===== src/rtl/sqrt_sequencer.sv =====
// Restoring digit-by-digit integer square root sequencer: one root bit per cycle through an external shared adder.
// Result is valid ROOT_WIDTH cycles after start; start is ignored while busy.
module sqrt_sequencer #(
   parameter int ROOT_WIDTH = 8,
   parameter int ADD_W      = ROOT_WIDTH + 3
) (
   input  logic                    clk,
   input  logic                    reset,
   input  logic                    start,
   input  logic [2*ROOT_WIDTH-1:0] radicand,
   output logic                    busy,
   output logic                    valid_bit,
   output logic [ROOT_WIDTH-1:0]   root,
   output logic [ROOT_WIDTH:0]     remainder,
   output logic [ADD_W-1:0]        add_a,
   output logic [ADD_W-1:0]        add_b,
   output logic                    add_cin,
   input  logic [ADD_W-1:0]        add_sum,
   input  logic                    add_cout
);

   localparam int CW = (ROOT_WIDTH > 1) ? $clog2(ROOT_WIDTH) : 1;

   typedef enum logic [1:0] {
      S_IDLE = 2'd0,
      S_ITER = 2'd1,
      S_DONE = 2'd2
   } state_t;

   state_t                    state_q, state_d;
   logic [2*ROOT_WIDTH-1:0]   rad_q, rad_d;
   logic [ROOT_WIDTH-1:0]     root_q, root_d;
   logic [ROOT_WIDTH:0]       rem_q, rem_d;
   logic [CW-1:0]             cnt_q, cnt_d;
   logic                      busy_q, busy_d;
   logic                      valid_q, valid_d;

   logic [1:0]                pair;
   logic [ADD_W-1:0]          shifted;
   logic [ADD_W-1:0]          trial;
   logic                      unused_sum_hi;

   // Widths below assume ADD_W == ROOT_WIDTH+3; the remainder never exceeds 2*root.
   assign pair          = rad_q[{cnt_q, 1'b0} +: 2];
   assign shifted       = {rem_q, pair};
   assign trial         = {1'b0, root_q, 2'b01};
   assign unused_sum_hi = ^add_sum[ADD_W-1:ROOT_WIDTH+1];

   always_comb begin
      state_d = state_q;
      rad_d   = rad_q;
      root_d  = root_q;
      rem_d   = rem_q;
      cnt_d   = cnt_q;
      add_a   = '0;
      add_b   = '0;
      add_cin = 1'b0;
      case (state_q)
         S_IDLE, S_DONE: begin
            if (start) begin
               rad_d   = radicand;
               root_d  = '0;
               rem_d   = '0;
               cnt_d   = CW'(ROOT_WIDTH - 1);
               state_d = S_ITER;
            end
         end
         S_ITER: begin
            add_a   = shifted;
            add_b   = ~trial;
            add_cin = 1'b1;
            if (add_cout) begin
               rem_d  = add_sum[ROOT_WIDTH:0];
               root_d = {root_q[ROOT_WIDTH-2:0], 1'b1};
            end else begin
               rem_d  = shifted[ROOT_WIDTH:0];
               root_d = {root_q[ROOT_WIDTH-2:0], 1'b0};
            end
            if (cnt_q == '0) begin
               state_d = S_DONE;
            end else begin
               cnt_d = cnt_q - 1'b1;
            end
         end
         default: state_d = S_IDLE;
      endcase
      busy_d  = (state_d == S_ITER);
      valid_d = (state_d == S_DONE);
   end

   always_ff @(posedge clk) begin
      if (reset) begin
         state_q <= S_IDLE;
         rad_q   <= '0;
         root_q  <= '0;
         rem_q   <= '0;
         cnt_q   <= '0;
         busy_q  <= 1'b0;
         valid_q <= 1'b0;
      end else begin
         state_q <= state_d;
         rad_q   <= rad_d;
         root_q  <= root_d;
         rem_q   <= rem_d;
         cnt_q   <= cnt_d;
         busy_q  <= busy_d;
         valid_q <= valid_d;
      end
   end

   assign busy      = busy_q;
   assign valid_bit = valid_q;
   assign root      = root_q;
   assign remainder = rem_q;

endmodule


===== config.mk =====
export PLATFORM = sky130hd
export DESIGN_NAME = sqrt_sequencer
export DESIGN_NICKNAME = d
export VERILOG_FILES = /design/src/rtl/sqrt_sequencer.sv
export SDC_FILE = /design/constraint.sdc
export NUM_CORES = 1
export LEC_CHECK = 0
export CORE_MARGIN = 3
export CORE_UTILIZATION = 44
export CTS_BUF_LIST = sky130_fd_sc_hd__clkbuf_2
export DETAILED_ROUTE_END_ITERATION = 7
export GPL_TIMING_DRIVEN = 0
export PLACE_DENSITY_LB_ADDON = 0.12
export SYNTH_ARGS = -nofsm -noshare
export SYNTH_HDL_FRONTEND = slang
export SYNTH_SLANG_ARGS = --single-unit

===== constraint.sdc =====
create_clock -name clk -period 1.9 [get_ports clk]
set_input_delay 0.38 -clock clk [delete_from_list [all_inputs] [get_ports clk]]
set_output_delay 0.38 -clock clk [all_outputs]
set_load 0.02 [all_outputs]

== After elaboration in Yosys (flattened, before gate mapping) ==
Cells that the tools add are included.

* Register bits after elaboration: 40
* Bits of input ports: 31
* Word-level logic and storage cells: 38
* Output and inout bits: 42

* Muxes and demuxes: 15
* Equal/unequal tests: 6
* Reductions and logical operators: 7
* Shift operators: 1
* Add/sub/neg operators: 1
* Bitwise logic cells: 1

{| class="wikitable"
|+ Operators by type and width
! operator !! number
|-
| $mux 11 || 2
|-
| $mux 9 || 2
|-
| $pmux 9 s2 || 1
|-
| $pmux 8 s2 || 1
|-
| $shiftx 16x5->2 || 1
|-
| $not 10->11 || 1
|-
| $mux 8 || 1
|-
| $mux 3 || 2
|-
| $pmux 3 s2 || 1
|-
| $eq 2x1->1 const B || 2
|-
| $eq 2x2->1 const B || 2
|-
| $mux 2 || 2
|-
| $ne 2x2->1 const B || 2
|-
| $pmux 2 s2 || 1
|-
| $reduce_and 2->1 || 2
|-
| $logic_not 3->1 || 1
|-
| $reduce_and 3->1 || 1
|-
| $sub 3x1->3 const B || 1
|-
| $logic_not 2->1 || 1
|-
| $mux 1 || 2
|-
| $reduce_bool 2->1 || 1
|-
| $reduce_or 2->1 || 1
|}

== Longest topological paths before layout ==
* Word-level depth: 4
* Mapped depth: 7
* Gate-level depth less buffers: 6

== Worst setup path before layout ==
Ideal clock, no wire load.

* Kind: flip-flop to output port
* Start: reg cnt_q[0]
* End: out add_a[0]
* Slack: 0.324 ns
* Required time: 1.520 ns
* Cell stages (with the launch flop): 5
* Data arrival time: 1.196 ns
* Path buffers: 1
* Cell sequence: dfxtp_1 -> buf_6 -> mux4_2 -> mux2i_1 -> nor2_1

* Word-level cells in the longest chain between the ends: 2

{| class="wikitable"
|+ Ends and longest elaborated chain
! what !! line !! source
|-
| from (decl) || 34 || <nowiki>logic [CW-1:0] cnt_q, cnt_d;</nowiki>
|-
| from (signal assigned) || 105 || <nowiki>cnt_q <= cnt_d;</nowiki>
|-
| $shiftx 16x5->2 || 44 || <nowiki>assign pair = rad_q[{cnt_q, 1'b0} +: 2];</nowiki>
|-
| $mux 11 || 58 || <nowiki>case (state_q)</nowiki>
|-
| to (decl) || 15 || <nowiki>output logic [ADD_W-1:0] add_a,</nowiki>
|}

No other way between the ends.

== Worst setup path in the final report ==
Same ends and word-level chain as after synthesis.

==> metrics <==
Vias per Instance=4.98; initial antenna violation count=0; Least-Margin Pin Slew=approximately 0.56 ns; Sink Count=40; worst reg2reg endpoint=remainder[1]; EDFF count, synth=0; r2r startpoint=cnt_q[2]; largest net degree at the start of global routing=20; Max-slew headroom=62.7%; first-pass GRT wire length=6.83 mm; grt ovf=0; maximum clock rate=0.483 GHz; top-count cell post-synth=nand2_1; Static Leak=1.05 nW; Clock transition at path regs=0.16 ns; #FFs+latches synth=40; post-DR wirelength/cell=approximately 13 um; critical path class=flop to output port; area leader, netlist=dfxtp_1; worst hold stages=2; Clock Tree Buf Depth=2; hold_ws=0.335 ns; Syn Inst Count=219; slowest CP cell=mux4_2; Synthesized Nets=252; Die Span Y=69.5 um; via count=around 1700; I/O Buffers=67; failing checks=setup timing; final setup margin=-0.171 ns; Syn. warnings=0; Fin. Hold Viols=0; Critical Path Start Type=flop; family with the most delay on the worst path=multiplexers; crit-path cells=mux4_2 > mux2i_2 > nor2_1 > buf_4; starting density of the core=47.1%; CP arrival=approximately 1.7 ns; maximum vdd drop=370 uV; Worst Skew=between 0.02 and 0.025 ns; Routed Antenna Nets=0; # Max-Cap Violations=0; worst hold start=reset; CTS tree=built; Initial DRT Pass Iterations=4; Area contributors post-synth=dfxtp_1 45%, nand2_1 9.9%, a21oi_1 9.0%, nor2_1 7.6%, mux2i_1 5.6%; asr flop ratio synth=0%; H-tree depth=2; ys flop type=dfxtp_1; CTS buffer count=5; top cell type's share of synthesized area=45.1%; Hold Path Sink=cnt_q[0]; fin crit period=2.07 ns; DP HPWL=3.12 mm; Crit path depth=4; number of fill cells=356; diode count=0; Seq/Total Area, Yosys=45.1%; Yosys cell types=23; CP peak stage delay=about 0.52 ns; drc violations=0; routability cong.=0.745; Slew Viols, Final=0; RSZ-0062 raised after global routing=true; share of cells above drive strength 1=between 10% and 20%; Total Wirelength=4.36 mm; clock root cell=clkbuf_2; nets@finish=332; crit path max fanout=3; Area growth, synth to finish=43.8%; Die Footprint=4830 um^2; pwr dens=between 600 and 700 nW/um^2; core footprint=3770 um^2; final setup vio count=3; Layout Utilization=67.7%; GRT Overall Usage=17.3%; FF-to-FF setup slack=-0.07 ns; Worst Reg-to-Reg Cells=10; IO Pins=73; synth cell count leaders=47 x nand2_1, 40 x dfxtp_1, 36 x nor2_1; drt initial violations=between 70 and 80; cell row count=22; Mean Syn Cell Area=8.11 um^2; Req. time, crit path=1.52 ns; outcome=finished, violations left; DIE WIDTH=69.5 um; Final period util=109%; vias in the first global route=1612; Worst Path Buf+Inv=1; Hold WC Path Type=input port to flop; Worst-Skew Late Latency=roughly 0.38 ns; Mapped Area=1780 um^2; CP endpoint kind=output port
==> how the worst max path moves through the flow <==
stage,startpoint,endpoint
CTS,cnt_q[0],add_a[0]
floorplan,cnt_q[0],add_a[0]
detailed placement,cnt_q[0],add_a[0]
global route,cnt_q[2],add_a[0]
global placement,cnt_q[0],add_a[0]
finish,cnt_q[0],add_a[0]
==> logic make-up after synthesis <==
family | count (synthesis) | share of synthesized area, %
multiplexers | 14 | 10.7
other | 1 | 0.211
AO/OA/AOI/OAI | 39 | 12.4
adder cells (fa/ha/maj) | 2 | 1.41
AND/OR/NAND/NOR | 100 | 23.5
buffers and inverters | 23 | 6.69
flip-flops | 40 | 45.1
==> cell usage in the layout (no fill, tap or decap), types with 3 or more instances in the layout <==
cell type	count
buf_4	14
clkbuf_1	6
mux2i_1	8
clkdlybuf4s50_1	45
dfxtp_1	37
a21oi_1	32
nand2_1	47
clkbuf_2	18
buf_2	13
and2_1	9
nor2_1	36
inv_1	3
mux4_2	4
==> final cells by class <==
class                           count  area [um^2]  share of cell area [%]
Inverter                            4         17.5                   0.686
Buffer                             15         83.8                    3.28
Tap cell                           48         60.1                    2.35
Multi-Input combinational cell    156          901                    35.3
Clock buffer                        7         35.0                    1.37
Sequential cell                    40          810                    31.7
Clock inverter                      1         3.75                   0.147
Timing Repair Buffer               77          642                    25.1
==> power by group <==
part | internal (W) | switching (W) | total [W]
logic | 0.000225 | 0.000252 | 0.000477
clock network | 0.0000988 | 0.000255 | 0.000354
registers | 0.000887 | 0.0000292 | 0.000916
total | 0.00121 | 0.000536 | 0.00175
==> per-stage QoR <==
stage | setup TNS [ns] | cell area, um^2 | setup slack, ns | power, W | std cells
2_1_floorplan | 0 | 1780 | 0.324 | 0.00119 | 219
3_3_place_gp | -2.86 | 2510 | -0.289 | 0.00137 | 334
3_5_place_dp | -3.56 | 2510 | -0.309 | 0.00138 | 334
4_1_cts | -0.632 | 2620 | -0.275 | 0.00176 | 350
5_1_grt | -0.707 | 2550 | -0.279 | 0.00183 | 348
6_report | -0.398 | 2550 | -0.171 | 0.00175 | 348
==> state kept, by name (all words and copies together), names as in the netlist <==
signal,count
rad_q,16
remainder,9
root,8
cnt_q,3
state_q,2
busy,1
valid_bit,1
==> metal layers <==
metal / vias up / routed length, um / share of wire, % / GRT usage [%]
met5: - / 0 / 0 / 0
met1: 789 / 1930 / 44 / 19.8
met2: 66 / 2100 / 48 / 31.3
met3: 4 / 290 / 6.7 / 3.48
met4: 0 / 31 / 0.71 / 6.51
li1: 874 / - / - / -
==> timing repair <==
action	4_1_cts	5_1_grt
resized for setup	62	30
pin swaps	1	1
buffers inserted	10	1
setup endpoints to repair	22	22
hold buffers	0	0
Power figures use the tool's default switching activity.
